[config.mk]
export PLATFORM = sky130hd
export DESIGN_NAME = core_decode_q
export DESIGN_NICKNAME = d
export VERILOG_FILES = /design/src/rtl/core_decode_q.sv
export SDC_FILE = /design/constraint.sdc
export NUM_CORES = 1
export LEC_CHECK = 0
export ABC_AREA = 0
export BUFFER_PORTS_ARGS = -buffer_cell sky130_fd_sc_hd__buf_4
export CAP_MARGIN = 40
export CORE_MARGIN = 2
export CORE_UTILIZATION = 45
export CTS_CLUSTER_SIZE = 10
export DETAILED_ROUTE_END_ITERATION = 12
export PLACE_DENSITY = 0.68
export SYNTH_ARGS = -nofsm -noshare
export SYNTH_HDL_FRONTEND = slang
export SYNTH_SLANG_ARGS = --single-unit
[constraint.sdc]
create_clock -name CLK -period 9.7 [get_ports CLK]
set_clock_uncertainty 0.1 [all_clocks]
set_input_delay 1.94 -clock CLK [delete_from_list [all_inputs] [get_ports CLK]]
set_output_delay 1.94 -clock CLK [all_outputs]
set_load 0.01 [all_outputs]
[src/rtl/core_decode_q.sv]
// core_decode_q: RV32 instruction decoder feeding a small FIFO of decoded bundles.
// Each accepted instruction is classified into an enumerated op plus its
// register fields, immediate and PC. The result is queued, and the queue head
// is presented on the outputs.
// IN/OUT occupy the custom-0 opcode (0001011): func3 000 = IN, 001 = OUT.
module core_decode_q #(
    parameter int DEPTH     = 2,
    parameter int ENABLE_F  = 1,
    parameter int ENABLE_IO = 1
) (
    input  logic        CLK,
    input  logic        RST,
    input  logic        FLUSH,
    input  logic        IN_VALID,
    output logic        IN_READY,
    input  logic [31:0] INST,
    input  logic [31:0] PC,
    output logic        OUT_VALID,
    input  logic        OUT_READY,
    output logic [5:0]  OP,
    output logic        ILLEGAL,
    output logic [4:0]  RD_NUM,
    output logic [4:0]  RS1_NUM,
    output logic [4:0]  RS2_NUM,
    output logic [31:0] IMM,
    output logic [31:0] PC_OUT,
    output logic [3:0]  COUNT
);

    localparam int PW = (DEPTH <= 2) ? 1 : $clog2(DEPTH);
    localparam int BW = 86;

    typedef enum logic [2:0] {
        FMT_NONE, FMT_R, FMT_I, FMT_S, FMT_B, FMT_U, FMT_J, FMT_IO
    } fmt_t;

    logic [6:0]    w_opc;
    logic [2:0]    w_f3;
    logic [6:0]    w_f7;
    logic [5:0]    w_op;
    fmt_t          w_fmt;
    logic [4:0]    w_rd;
    logic [4:0]    w_rs1;
    logic [4:0]    w_rs2;
    logic [31:0]   w_imm;
    logic [BW-1:0] w_bundle;
    logic [BW-1:0] w_head;
    logic [BW-1:0] w_slot [DEPTH];

    logic [PW-1:0] r_wr_ptr;
    logic [PW-1:0] r_rd_ptr;
    logic [3:0]    r_count;
    logic [PW-1:0] w_wr_ptr_next;
    logic [PW-1:0] w_rd_ptr_next;
    logic          w_in_ready;
    logic          w_push;
    logic          w_pop;

    assign w_opc = INST[6:0];
    assign w_f3  = INST[14:12];
    assign w_f7  = INST[31:25];

    // Classify the incoming word into an op number and its operand format
    always_comb begin
        w_op  = 6'd0;
        w_fmt = FMT_NONE;
        case (w_opc)
            7'b0010011: begin
                w_fmt = FMT_I;
                case (w_f3)
                    3'b000:  w_op = 6'd1;
                    3'b010:  w_op = 6'd2;
                    3'b011:  w_op = 6'd3;
                    3'b100:  w_op = 6'd4;
                    3'b110:  w_op = 6'd5;
                    3'b111:  w_op = 6'd6;
                    3'b001:  if (w_f7 == 7'b0000000) w_op = 6'd7;
                    3'b101: begin
                        if (w_f7 == 7'b0000000)      w_op = 6'd8;
                        else if (w_f7 == 7'b0100000) w_op = 6'd9;
                    end
                    default: ;
                endcase
            end
            7'b0110011: begin
                w_fmt = FMT_R;
                if (w_f7 == 7'b0000000) begin
                    case (w_f3)
                        3'b000:  w_op = 6'd10;
                        3'b001:  w_op = 6'd12;
                        3'b010:  w_op = 6'd13;
                        3'b011:  w_op = 6'd14;
                        3'b100:  w_op = 6'd15;
                        3'b101:  w_op = 6'd16;
                        3'b110:  w_op = 6'd18;
                        3'b111:  w_op = 6'd19;
                        default: ;
                    endcase
                end else if (w_f7 == 7'b0100000) begin
                    case (w_f3)
                        3'b000:  w_op = 6'd11;
                        3'b101:  w_op = 6'd17;
                        default: ;
                    endcase
                end
            end
            7'b1100011: begin
                w_fmt = FMT_B;
                case (w_f3)
                    3'b000:  w_op = 6'd20;
                    3'b001:  w_op = 6'd21;
                    3'b100:  w_op = 6'd22;
                    3'b101:  w_op = 6'd23;
                    3'b110:  w_op = 6'd24;
                    3'b111:  w_op = 6'd25;
                    default: ;
                endcase
            end
            7'b0000011: begin
                w_fmt = FMT_I;
                case (w_f3)
                    3'b000:  w_op = 6'd26;
                    3'b001:  w_op = 6'd27;
                    3'b010:  w_op = 6'd28;
                    3'b100:  w_op = 6'd29;
                    3'b101:  w_op = 6'd30;
                    default: ;
                endcase
            end
            7'b0100011: begin
                w_fmt = FMT_S;
                case (w_f3)
                    3'b000:  w_op = 6'd31;
                    3'b001:  w_op = 6'd32;
                    3'b010:  w_op = 6'd33;
                    default: ;
                endcase
            end
            7'b1100111: begin
                w_fmt = FMT_I;
                if (w_f3 == 3'b000) w_op = 6'd34;
            end
            7'b1101111: begin
                w_fmt = FMT_J;
                w_op  = 6'd35;
            end
            7'b0010111: begin
                w_fmt = FMT_U;
                w_op  = 6'd36;
            end
            7'b0110111: begin
                w_fmt = FMT_U;
                w_op  = 6'd37;
            end
            7'b0000111: begin
                w_fmt = FMT_I;
                if (ENABLE_F != 0 && w_f3 == 3'b010) w_op = 6'd38;
            end
            7'b0100111: begin
                w_fmt = FMT_S;
                if (ENABLE_F != 0 && w_f3 == 3'b010) w_op = 6'd39;
            end
            7'b1010011: begin
                w_fmt = FMT_R;
                if (ENABLE_F != 0) begin
                    case (w_f7)
                        7'b0000000: w_op = 6'd40;
                        7'b0000100: w_op = 6'd41;
                        7'b0001000: w_op = 6'd42;
                        7'b0001100: w_op = 6'd43;
                        7'b1010000: begin
                            case (w_f3)
                                3'b010:  w_op = 6'd44;
                                3'b001:  w_op = 6'd45;
                                3'b000:  w_op = 6'd46;
                                default: ;
                            endcase
                        end
                        default: ;
                    endcase
                end
            end
            7'b0001011: begin
                w_fmt = FMT_IO;
                if (ENABLE_IO != 0) begin
                    case (w_f3)
                        3'b000:  w_op = 6'd47;
                        3'b001:  w_op = 6'd48;
                        default: ;
                    endcase
                end
            end
            default: ;
        endcase
        // Illegal words carry no operands at all
        if (w_op == 6'd0) w_fmt = FMT_NONE;
    end

    // Extract register numbers and the sign-extended immediate for the format
    always_comb begin
        w_rd  = 5'd0;
        w_rs1 = 5'd0;
        w_rs2 = 5'd0;
        w_imm = 32'd0;
        case (w_fmt)
            FMT_R: begin
                w_rd  = INST[11:7];
                w_rs1 = INST[19:15];
                w_rs2 = INST[24:20];
            end
            FMT_I: begin
                w_rd  = INST[11:7];
                w_rs1 = INST[19:15];
                w_imm = {{20{INST[31]}}, INST[31:20]};
            end
            FMT_S: begin
                w_rs1 = INST[19:15];
                w_rs2 = INST[24:20];
                w_imm = {{20{INST[31]}}, INST[31:25], INST[11:7]};
            end
            FMT_B: begin
                w_rs1 = INST[19:15];
                w_rs2 = INST[24:20];
                w_imm = {{19{INST[31]}}, INST[31], INST[7], INST[30:25], INST[11:8], 1'b0};
            end
            FMT_U: begin
                w_rd  = INST[11:7];
                w_imm = {INST[31:12], 12'h000};
            end
            FMT_J: begin
                w_rd  = INST[11:7];
                w_imm = {{11{INST[31]}}, INST[31], INST[19:12], INST[20], INST[30:21], 1'b0};
            end
            FMT_IO: begin
                w_rd  = INST[11:7];
            end
            default: ;
        endcase
    end

    assign w_bundle = {w_op, (w_op == 6'd0), w_rd, w_rs1, w_rs2, w_imm, PC};

    // Full queue never accepts, even if the head leaves in the same cycle
    assign w_in_ready    = !RST && !FLUSH && (r_count < 4'(DEPTH));
    assign w_push        = IN_VALID && w_in_ready;
    assign w_pop         = (r_count != 4'd0) && OUT_READY && !FLUSH && !RST;
    assign w_wr_ptr_next = (r_wr_ptr == PW'(DEPTH - 1)) ? '0 : r_wr_ptr + 1'b1;
    assign w_rd_ptr_next = (r_rd_ptr == PW'(DEPTH - 1)) ? '0 : r_rd_ptr + 1'b1;

    for (genvar gi = 0; gi < DEPTH; gi++) begin : g_entry
        logic [BW-1:0] r_entry;
        // Capture the decoded bundle when this slot is the tail
        always_ff @(posedge CLK) begin
            if (w_push && (r_wr_ptr == PW'(gi))) begin
                r_entry <= w_bundle;
            end
        end
        assign w_slot[gi] = r_entry;
    end

    // Pointer and occupancy bookkeeping; reset and flush both empty the queue
    always_ff @(posedge CLK) begin
        if (RST || FLUSH) begin
            r_wr_ptr <= '0;
            r_rd_ptr <= '0;
            r_count  <= 4'd0;
        end else begin
            if (w_push) r_wr_ptr <= w_wr_ptr_next;
            if (w_pop)  r_rd_ptr <= w_rd_ptr_next;
            case ({w_push, w_pop})
                2'b10:   r_count <= r_count + 4'd1;
                2'b01:   r_count <= r_count - 4'd1;
                default: ;
            endcase
        end
    end

    // Empty queue presents an all-zero head
    assign w_head    = (r_count != 4'd0) ? w_slot[r_rd_ptr] : '0;
    assign IN_READY  = w_in_ready;
    assign OUT_VALID = (r_count != 4'd0);
    assign COUNT     = r_count;
    assign {OP, ILLEGAL, RD_NUM, RS1_NUM, RS2_NUM, IMM, PC_OUT} = w_head;

endmodule
**Word level (Yosys, flattened, before mapping)**

Memories as Yosys holds them, arrays and structs flattened.
Index checks and enable logic that the tools add are counted.

- Register bits after elaboration: 178
- Latch bits: 0
- Bits in writable memories: 0
- Bits in read-only memories: 40
- Bits of input ports: 69
- Output and inout port bits: 92
- Word-level logic and storage cells: 101
- Memories: 1

Memory list:

| name | depth | width | read ports | clocked after memory_dff | write ports | RTL line | RTL |
|---|---|---|---|---|---|---|---|
| (name not given) | 8 | 5 | 1 | 0 | 0 | 88 | `case (w_f3)` |

- Add/sub/neg operators: 4
- $mul: 0
- Divide/modulo/power cells: 0
- Magnitude comparators: 2
- Eq/ne operators: 34
- Shift operators: 0
- Mux-type cells: 30
- Bitwise operators: 2
- Reductions and logical operators: 23

Operators by type and width:

| cell | number |
|---|---|
| 2-to-1 mux 86 bit | 4 |
| one-hot mux 32 bit (5 select lines) | 1 |
| one-hot mux 6 bit (13 select lines) | 1 |
| one-hot mux 6 bit (8 select lines) | 1 |
| one-hot mux 6 bit (3 select lines) | 2 |
| equality test 7 x 6 -> 1 bit, second input constant | 5 |
| equality test 7 bit, second input constant | 5 |
| one-hot mux 5 bit (6 select lines) | 1 |
| one-hot mux 6 bit (5 select lines) | 1 |
| one-hot mux 5 bit (5 select lines) | 1 |
| equality test 3 bit, second input constant | 8 |
| 2-to-1 mux 6 bit | 4 |
| equality test 7 x 4 -> 1 bit, second input constant | 3 |
| one-hot mux 3 bit (7 select lines) | 1 |
| 2-to-1 mux 5 bit | 4 |
| equality test 7 x 3 -> 1 bit, second input constant | 2 |
| equality test 7 x 5 -> 1 bit, second input constant | 2 |
| equality test 3 x 2 -> 1 bit, second input constant | 4 |
| one-hot mux 6 bit (2 select lines) | 1 |
| one-hot mux 5 bit (2 select lines) | 1 |
| logical AND 1 bit | 8 |
| 2-to-1 mux 4 bit | 2 |
| one-hot mux 4 bit (2 select lines) | 1 |
| OR reduction 4 bit | 2 |
| other kinds (23) | 30 |

**Longest topological paths before layout**

Gate-level depths: netlist of the first run.

- Depth after elaboration: 10
- Mapped depth: 12

**Worst setup path after synthesis of the first run**

OpenSTA, ideal clock, no wires.

- Kind: in2reg
- From: in FLUSH
- To: reg g_entry[0].r_entry[0] (enable)
- Library setup time: 0.532 ns
- Data arrival time: 6.696 ns
- Required time: 9.068 ns
- Slack: 2.372 ns
- Cell stages on the path: 5
- Path buffers: 1
- Cell sequence: or2_2 clkbuf_1 nor4_1 nand2_1 nor2_1

- Longest elaborated chain between the ends: 5

Ends and longest elaborated chain:

| element | RTL line | RTL |
|---|---|---|
| start: declaration | 13 | `input logic FLUSH,` |
| zero test 1 bit | 244 | `assign w_in_ready = !RST && !FLUSH && (r_count < 4'(DEPTH));` |
| logical AND 1 bit (2 in a row) | 244 |  |
| via IN_READY | 15 | `output logic IN_READY,` |
| logical AND 1 bit | 245 | `assign w_push = IN_VALID && w_in_ready;` |
| logical AND 1 bit | 254 | `if (w_push && (r_wr_ptr == PW'(gi))) begin` |
| end signal: assignment | 255 | `r_entry <= w_bundle;` |
| end: declaration | 251 | `logic [BW-1:0] r_entry;` |

The timed path passes the listed nets, and every way through them passes these cells.
A chain may end at the register's enable or synchronous reset.

**Worst setup path after layout of the first run**

- From: in FLUSH
- To: out IN_READY

- Longest elaborated chain between the ends: 3

Ends and longest elaborated chain:

| element | RTL line |
|---|---|
| zero test 1 bit | 244 |
| logical AND 1 bit (2 in a row) | 244 |
| end: declaration | 15 |

No other way between the ends.

==> results of run 1 <==
## power groups by stage
stage	clock network, mW	logic [mW]	registers [mW]
detailed placement	0	0.118	0.875
global placement	0	0.114	0.874
finish	0.647	0.118	0.858
floorplan	0	0.0597	0.875
global route	0.692	0.128	0.859
CTS	0.661	0.118	0.858
## placed cells by master, fill, tap and decap left out, types with 3 or more instances in the layout
master      count
nor3b_1         5
buf_4         166
nand3_1         4
edfxtp_1      172
xor2_1          5
nand2b_1        8
nand2_1        21
nor3_1          9
o21ai_0        16
a21boi_0       11
nor2b_1         6
or4_1           3
a211oi_1        3
clkinvlp_4      3
ha_1            9
o31ai_1         5
a22oi_1         5
o211ai_1        5
mux2i_1        88
clkinv_4        3
and2_1          7
or3_1           4
dfxtp_1         5
nor4_1          7
a21o_1         23
nand4_1         3
nor2_1        119
inv_6           3
a21oi_1        19
or2_2           3
inv_1          14
clkbuf_16      17
## routing by layer
| metal | wire length [µm] | share of wire [%] | vias to the layer above | GRT usage (%) |
|---|---|---|---|---|
| met2 | 10300 | 50 | 240 | 35.4 |
| met3 | 1320 | 6.4 | 25 | 4.21 |
| met4 | 256 | 1.2 | 0 | 6.37 |
| met1 | 8720 | 42 | 2840 | 27.0 |
| met5 | 0 | 0 | - | 0 |
| li1 | - | - | 2774 | - |
## path summary, 6_finish.rpt
check / cells past startpoint / start / slack [ns] / endpoint
setup reg to reg: 13 / COUNT[0] / 6.56 / COUNT[3]
setup / recovery: 4 / FLUSH / 4.57 / IN_READY
hold reg to reg: 2 / COUNT[3] / 0.44 / COUNT[3]
hold / removal: 2 / COUNT[3] / 0.44 / COUNT[3]
## flip-flops by register name (all words and copies together), names as in the netlist
signal / cells
COUNT: 4
g_entry.r_entry: 172
r_rd_ptr: 1
r_wr_ptr: 1
## stage by stage
stage	util, %	power, mW	hold slack [ns]	instances	setup slack [ns]
floorplan	-	0.935	0.393	662	2.37
global placement	53.9	0.988	0.417	1018	4.17
detailed placement	54.3	0.993	0.431	1022	4.28
CTS	57.4	1.64	0.438	1054	4.57
global route	57.4	1.68	0.489	1054	4.39
finish	57.4	1.62	0.438	1054	4.57
## cells by family after synthesis
kind of cell | after synthesis | synth area share (%)
muxes | 88 | 10.5
AOI/OAI and AO/OA | 109 | 9.08
DFF | 178 | 63.0
buffers and inverters | 52 | 2.54
and+or+nand+nor | 217 | 12.5
xor gates and xnor gates | 7 | 0.731
adders and majority gates | 11 | 1.70
## final cells by class
type | count | area share [%]
clock buffers | 18 | 4.12
clock inverters | 14 | 1.25
inverters | 14 | 0.505
multi-input cells | 432 | 28.0
flip-flops and latches | 178 | 50.8
well taps | 229 | 2.75
repair buffers | 169 | 12.6
## tightest hold or removal path: stages (launching register included)
cell and delay (ns):
dfxtp_1 0.35, o21ai_0 0.08, a21oi_1 0.06
==> summary.txt, run 1 <==
Async SR Flop Fraction -> 0%
Final instance area -> 10400 µm²
Net Sw Frac -> 22.3%
Commonest register cell after synthesis -> edfxtp_1
Buf+Inv Stages, Crit Path -> 2
Max FO, Critical Path -> 8
Max_slew headroom -> 40.4%
Final net count -> 891
CTS Buf Count -> 17
Synth Register Bits -> 178
Final setup fails -> 0
Hold_buf cts -> 0
Share of layout cells above drive strength 1 -> 26.1%
Area Overhead vs Synth -> 24.1%
CTS H-tree depth -> 4
Clock Path Buffers -> 2
Wirelength, routed -> 20600 µm
Sw Pwr -> 362 µW
Crit path launch type -> input port
Most used cell, CP -> buf_4
Total GRT Usage -> 20.8%
Insertion delay to the later sink of the worst-skew pair -> 0.42 ns
Endpoints failing hold -> 0
Post-Syn Area -> 8390 µm²
# IOs -> 161
Post-CTS setup buffer count -> 0
Comb power frac -> 7.3%
Power density over cell area -> 156 nW/µm²
Leakage power -> 3.76 nW
Synth unique cells -> 64
Core area -> 18100 µm²
Worst EP required -> 7.66 ns
Post-synth EDFFs -> 172
Vias post-DR -> 5879
Area contributors post-synth -> edfxtp_1 62%, mux2i_1 10%, nor2_1 5.4%, a21o_1 2.1%, dfxtp_1 1.4%
Drt first pass iters -> 5
Die area -> 19800 µm²
Register area share after synthesis -> 63.0%
HP Class -> register to register
Initial DRC Count -> 344
Synth warnings -> 0
Die H -> 141 µm
Ant diodes -> 0
Reg power frac -> 52.9%
Cell Rows -> 49
Via-to-Cell Ratio -> 5.58
DP Wirelength -> 14400 µm
Worst VDD drop -> 108 µV
Register area -> 5290 µm²
Cell Area, Placed -> 9850 µm²
Vias in the first global route -> 5789
Kind of critical path -> input port to output port
Syn nets -> 741
Port bufs -> 160
CTS tree -> done
Post-Syn Instances -> 662
Int Pwr -> 1.26 mW
Area of the multi-input gates -> 2910 µm²
Initial antenna violation count -> 0
Fin Setup TNS -> 0 ns
Slew @ Worst Pin -> 0.894 ns
Critical path's top delay family -> simple AND/OR/NAND/NOR gates
Die Wd -> 141 µm
Mean cell area of the mapped netlist -> 12.7 µm²
Crit-path slowest cell -> nor4_1
CP Cell Sequence -> buf_4, or2_2, nor4_1, buf_4
Routability Congestion -> 0.934
Clock root cell -> clkbuf_16
Synth area leader -> edfxtp_1
Resized cells post-CTS -> 0
Post-synth top area share -> 61.6%
Largest net degree at the start of global routing -> 66
Clk pin slew, worst setup/hold paths -> 0.07 ns
Maxcap violations -> 0
Slew Viols, Final -> 0
Final min period -> 5.13 ns
Sink Count -> 178
Max stage delay on crit path -> 0.45 ns
Filler cell count -> 1527
Critical path capture point type -> output port
Data arrival, critical path -> 3.09 ns
Global-route wire length before repair -> 31600 µm
Status -> finished, final reports clean
Fmax -> 195 MHz
Commonest cells post-synth -> 172 x edfxtp_1, 120 x nor2_1, 88 x mux2i_1
WL per Instance -> 19.5 µm
Post-DRT Antenna Nets -> 0
Residual DRC -> 0
RSZ-0062 raised after global routing -> no
Clock share of power -> 39.9%
Most common cell in the netlist -> edfxtp_1
Period utilization -> 52.9%
Grt ovf -> 0
Initial Util -> 46.2%
Note: power is estimated with default switching activity, not from simulation.
==> run 2: changes to the inputs <==
- clock period: 9.7 -> 5.2 ns (I/O delays scaled with it)
==> run 2 against run 1 <==
  * The flow now finishes with violations (design-rule violations)
  * Largest cell class unchanged
  * Non-clock buffer count up 3
  * Worst setup slack worse by 3.5 ns
  * Wire length about the same
  * First-iteration DRC count up 10%
  * Power up 86%
  * Clock power up 85%
  * Global-route usage down 0.27 points
  * Via count down 0.39%
==> summary.txt, run 2 (synthesis gave the netlist of run 1 again) <==
Worst EP required -> 5.25 ns (-2.41 ns)
Core area -> 18100 µm² (unchanged)
Register area -> 5290 µm² (unchanged)
Drt first pass iters -> 9 (+4)
Clock Path Buffers -> 2 (unchanged)
RSZ-0062 raised after global routing -> no
Worst Hold Depth -> 2 (unchanged)
Slew Viols, Final -> 0 (unchanged)
DP Wirelength -> 14500 µm (+0.88%)
Vias in the first global route -> 5722 (-1.2%)
Initial Util -> 46.2% (unchanged)
Final min period -> 4.09 ns
Endpoints failing hold -> 0 (unchanged)
Sink Count -> 178 (unchanged)
Crit-path slowest cell -> or4_4
Power density over cell area -> 290 nW/µm² (+86%)
WL per Instance -> 19.5 µm (-0.12%)
Commonest non-fill, non-tap cells in the layout -> 172 x edfxtp_1, 169 x buf_4, 119 x nor2_1
Grt ovf -> 0 (unchanged)
Flop2flop setup slack -> 2.02 ns (-4.54 ns)
Hold_buf cts -> 0 (unchanged)
Die H -> 141 µm (unchanged)
CTS H-tree depth -> 4 (unchanged)
Total GRT Usage -> 20.5% (-0.27 points)
Ant diodes -> 0 (unchanged)
Post-DRT Antenna Nets -> 0 (unchanged)
Final setup fails -> 0 (unchanged)
Initial DRC Count -> 379 (+10%)
Crit path launch type -> input port
Post-CTS setup buffer count -> 0 (unchanged)
Share of layout cells above drive strength 1 -> 26.4% (+0.30 points)
Die Wd -> 141 µm (unchanged)
Final net count -> 894 (+0.34%)
Insertion delay to the later sink of the worst-skew pair -> 0.42 ns (about the same)
Residual DRC -> 1 (+1)
Critical Path Start -> INST[13]
Max FO, Critical Path -> 16 (+8)
Area Overhead vs Synth -> 24.1% (about the same)
Max reg flops -> 172 (unchanged)
Die area -> 19800 µm² (unchanged)
Critical path capture point type -> register
Cell Rows -> 49 (unchanged)
Wirelength, routed -> 20600 µm (about the same)
Initial antenna violation count -> 0 (unchanged)
CTS tree -> done
Routability Congestion -> 0.899 (-3.7%)
CP Cell Sequence -> buf_4, inv_1, ha_1, nand2b_1, a21boi_0, o22ai_1, a311o_1, or4_4, or2_1, nor2_1, buf_4, o21ai_0
Data arrival, critical path -> 4.14 ns (+1.05 ns)
Post-Place Worst Slack -> 0.664 ns (-3.61 ns)
Max stage delay on crit path -> 0.56 ns (+0.11 ns)
Leakage power -> 3.77 nW (+0.16%)
Clock root cell -> clkbuf_16
Worst R2R End -> COUNT[3]
Worst R2R Path Depth -> 12 (-1)
Fin Setup TNS -> 0 ns (unchanged)
Most used cell, CP -> buf_4
Port bufs -> 160 (unchanged)
PnR worst setup slack -> 1.11 ns (-3.47 ns)
Worst R2R Start -> COUNT[3]
Area of the multi-input gates -> 2910 µm² (unchanged)
HP Class -> register to register
Global-route wire length before repair -> 31100 µm (-1.6%)
Hold Startpoint -> COUNT[3]
Maxcap violations -> 0 (unchanged)
Commonest non-fill, non-tap cell in the layout -> edfxtp_1
Hold WS -> 0.457 ns (+0.0189 ns)
Clk pin slew, worst setup/hold paths -> 0.06 ns (about the same)
Vias post-DR -> 5856 (-0.39%)
Period utilization -> 78.7%
# IOs -> 161 (unchanged)
Worst VDD drop -> 230 µV (+110%)
Final Core Density -> 57.3% (about the same)
Largest net degree at the start of global routing -> 65 (-1.5%)
Hold path endpoint -> COUNT[3]
Reg with most FFs -> g_entry.r_entry
Slew @ Worst Pin -> 0.797 ns (-0.0965 ns)
CTS Buf Count -> 17 (unchanged)
Resized cells post-CTS -> 0 (unchanged)
Via-to-Cell Ratio -> 5.55 (-0.58%)
Kind of critical path -> input port to register
Filler cell count -> 1506 (-1.4%)
Violated checks -> design-rule violations
Max_slew headroom -> 46.7% (+6.3 points)
Status -> finished, violations left
Fmax -> 244 MHz
run 2: worst max path at each step:
stage / to / slack (ns) / depth (start not counted)
after detailed placement: g_entry[0].r_entry[63] / 0.66 / 12
after floorplan: g_entry[0].r_entry[0] / 0.21 / 5
after CTS: g_entry[1].r_entry[63] / 1.10 / 12
after global placement: g_entry[0].r_entry[63] / 0.47 / 11
after global routing: g_entry[0].r_entry[63] / 0.79 / 12
final: g_entry[1].r_entry[63] / 1.11 / 12
run 2: where the power goes:
part	internal [mW]	switching [mW]	total (mW)
logic	0.0947	0.128	0.222
registers	1.59	0.00787	1.60
clock network	0.663	0.537	1.20
total	2.35	0.672	3.02
run 2: stage by stage:
stage               instances  instance area [µm²]  total power, mW
finish                   1056                10400             3.02
CTS                      1056                10400             3.04
floorplan                 662                 8390             1.74
global placement         1023                 9840             1.85
global route             1056                10400             3.12
detailed placement       1025                 9850             1.85
run 2: worst max-delay path, delay by kind of cell:
family | cells | cell delay (ns)
adders and majority gates | 1 | 0.33
and+or+nand+nor | 4 | 1.48
buffers and inverters | 3 | 0.59
AOI/OAI and AO/OA | 4 | 0.69
run 2: final cells by class:
type	count	area share, %
multi-input combinational	432	28.0
timing repair buffer	172	12.6
clock buffer	17	4.09
clock inverter	14	1.25
inverter	14	0.505
tap	229	2.75
sequential	178	50.8
run 2: metal layers:
layer	global-route usage [%]	up-vias	share of wire, %	routed length, µm
met5	0	-	0	0
li1	-	2763	-	-
met3	6.15	21	8.3	1710
met1	26.4	2825	42	8610
met4	6.47	0	1.8	364
met2	33.6	247	48	9920
==> run 3: changes to the inputs <==
- PLACE_DENSITY: 0.68 -> 0.71
- clock period: 5.2 -> 3.3 ns (I/O delays scaled with it)
==> run 3 against run 2 <==
  * The flow still finishes with violations (design-rule violations)
  * Critical path type unchanged
  * Critical path depth stayed put
  * Critical endpoint is now g_entry[1].r_entry[72]
  * Highest routed layer unchanged
  * Design area increased by 5.9%
  * Sequential share of layout area down 2.8 points
  * Worst hold slack lost 0.14 ns
  * Register-to-register slack lost 1.5 ns
  * Flip-flop and latch count did not move
  * Wire length increased by 1.9%
==> summary.txt, run 3 (synthesis gave the netlist of run 1 again) <==
Status -> finished, violations left
Violated checks -> design-rule violations
Reg with most FFs -> g_entry.r_entry
Final setup fails -> 0 (unchanged)
Routability Congestion -> 0.897 (-0.29%)
CTS tree -> done
Leakage power -> 4.14 nW (+9.8%)
Commonest non-fill, non-tap cells in the layout -> 226 x buf_4, 172 x edfxtp_1, 118 x nor2_1
Initial Util -> 46.2% (unchanged)
Cell Rows -> 49 (unchanged)
Clk pin slew, worst setup/hold paths -> 0.07 ns (about the same)
Residual DRC -> 1 (unchanged)
Die area -> 19800 µm² (unchanged)
Met1 GRT Util -> 27.7% (+1.2 points)
Clock Path Buffers -> 2 (unchanged)
Grt peak-use layer -> met2
Ant diodes -> 0 (unchanged)
Critical Path Start -> INST[13]
Slew @ Worst Pin -> 0.540 ns (-0.257 ns)
Data arrival, critical path -> 3.15 ns (-0.99 ns)
Power density over cell area -> 445 nW/µm² (+53%)
CTS Buf Count -> 17 (unchanged)
Global-route wire length before repair -> 32500 µm (+4.3%)
Initial antenna violation count -> 0 (unchanged)
Max reg flops -> 172 (unchanged)
Grt met3 use -> 3.90% (-2.3 points)
Kind of critical path -> input port to register
Commonest non-fill, non-tap cell in the layout -> buf_4
Met2 Usage GRT -> 36.1% (+2.5 points)
Vias post-DR -> 6030 (+3.0%)
Area Overhead vs Synth -> 31.3%
Largest net degree at the start of global routing -> 87 (+34%)
Drt first pass iters -> 9 (unchanged)
Port bufs -> 160 (unchanged)
Sink Count -> 178 (unchanged)
Core area -> 18100 µm² (unchanged)
Via-to-Cell Ratio -> 5.40 (-2.6%)
Total GRT Usage -> 21.2% (+0.72 points)
Period utilization -> 94.1%
Grt ovf -> 0 (unchanged)
Clock root cell -> clkbuf_16
Wirelength, routed -> 21000 µm (+1.9%)
Die H -> 141 µm (unchanged)
HP Class -> input port to register
Vias in the first global route -> 6117 (+6.9%)
Max_slew headroom -> 64.0% (+17 points)
Maxcap violations -> 0 (unchanged)
Slew Viols, Final -> 0 (unchanged)
Worst EP required -> 3.35 ns (-1.90 ns)
DP Wirelength -> 15300 µm (+5.2%)
Worst R2R Start -> COUNT[3]
CTS H-tree depth -> 4 (unchanged)
Filler cell count -> 1454 (-3.5%)
Die Wd -> 141 µm (unchanged)
Insertion delay to the later sink of the worst-skew pair -> 0.42 ns (about the same)
WL per Instance -> 18.8 µm (-3.6%)
Crit path launch type -> input port
Power Total -> 4.90 mW (+62%)
Share of layout cells above drive strength 1 -> 32.7% (+6.3 points)
Initial DRC Count -> 376 (-0.79%)
Final Core Density -> 60.7% (+3.4 points)
Post-DRT Antenna Nets -> 0 (unchanged)
Max FO, Critical Path -> 6 (-10)
Flop2flop setup slack -> 0.51 ns (-1.51 ns)
Hold Startpoint -> PC[15]
Endpoints failing hold -> 0 (unchanged)
Final min period -> 3.11 ns
Final net count -> 953 (+6.6%)
RSZ-0062 raised after global routing -> no
Fmax -> 322 MHz
Critical path capture point type -> register
# IOs -> 161 (unchanged)
Worst VDD drop -> 353 µV (+53%)
run 3: cell types whose count changed in the layout (fill, tap and decap cells not counted), moves of 2 or more:
cell        change
inv_8           +3
ha_4            +2
buf_12          +3
buf_4          +57
nor4_1          -2
ha_1            -3
or2_4           +2
clkinvlp_4      -2
run 3: report_power, final:
part	switching (mW)	internal [mW]
Combinational	0.215	0.190
Clock	0.896	1.08
Sequential	0.0122	2.51
run 3: path summary, 6_finish.rpt:
path	end	depth (start not counted)
hold reg to reg	COUNT[0]	2
hold / removal	g_entry[0].r_entry[15]	1
setup reg to reg	COUNT[3]	11
setup / recovery	g_entry[1].r_entry[72]	12
run 3: layout make-up:
type                    count  area, µm²  area share (%)
repair buffers            231       1800            16.3
well taps                 229        287            2.60
inverters                  14       56.3           0.511
multi-input cells         432       3000            27.2
clock inverters            15        166            1.51
flip-flops and latches    178       5290            48.0
clock buffers              17        425            3.86
run 3: worst max-delay path, stage by stage:
cell	delay, ns
buf_4	0.10
clkinvlp_4	0.14
ha_4	0.22
or4_1	0.53
nand3_1	0.13
a2bb2oi_1	0.16
o211ai_1	0.19
nor4b_4	0.26
nand2b_1	0.18
nor2_2	0.31
buf_4	0.21
nor3b_1	0.06
run 3: repair_timing:
action                                  CTS  global route
endpoints found under the setup margin    0            33
buffers inserted                          0             1
hold buffers                              0             0
resized for setup                         0             4
run 3: layer usage:
layer	vias to the layer above	wire, µm	part of all wire, %
met4	0	361	1.7
met1	2938	9100	43
met5	-	0	0
met2	175	10500	50
li1	2889	-	-
met3	28	1010	4.8
run 3: metrics by stage:
| stage | cells | TNS [ns] | cell area, µm² | setup WS, ns | hold slack [ns] |
|---|---|---|---|---|---|
| after floorplan | 662 | -2.16 | 8490 | -0.0251 | 0.450 |
| after global placement | 1083 | -14.80 | 10400 | -0.325 | 0.446 |
| after detailed placement | 1083 | -19.65 | 10400 | -0.342 | 0.468 |
| after CTS | 1115 | 0 | 11000 | 0.100 | 0.299 |
| after global routing | 1116 | 0 | 11000 | 0.0143 | 0.299 |
| final | 1116 | 0 | 11000 | 0.194 | 0.317 |
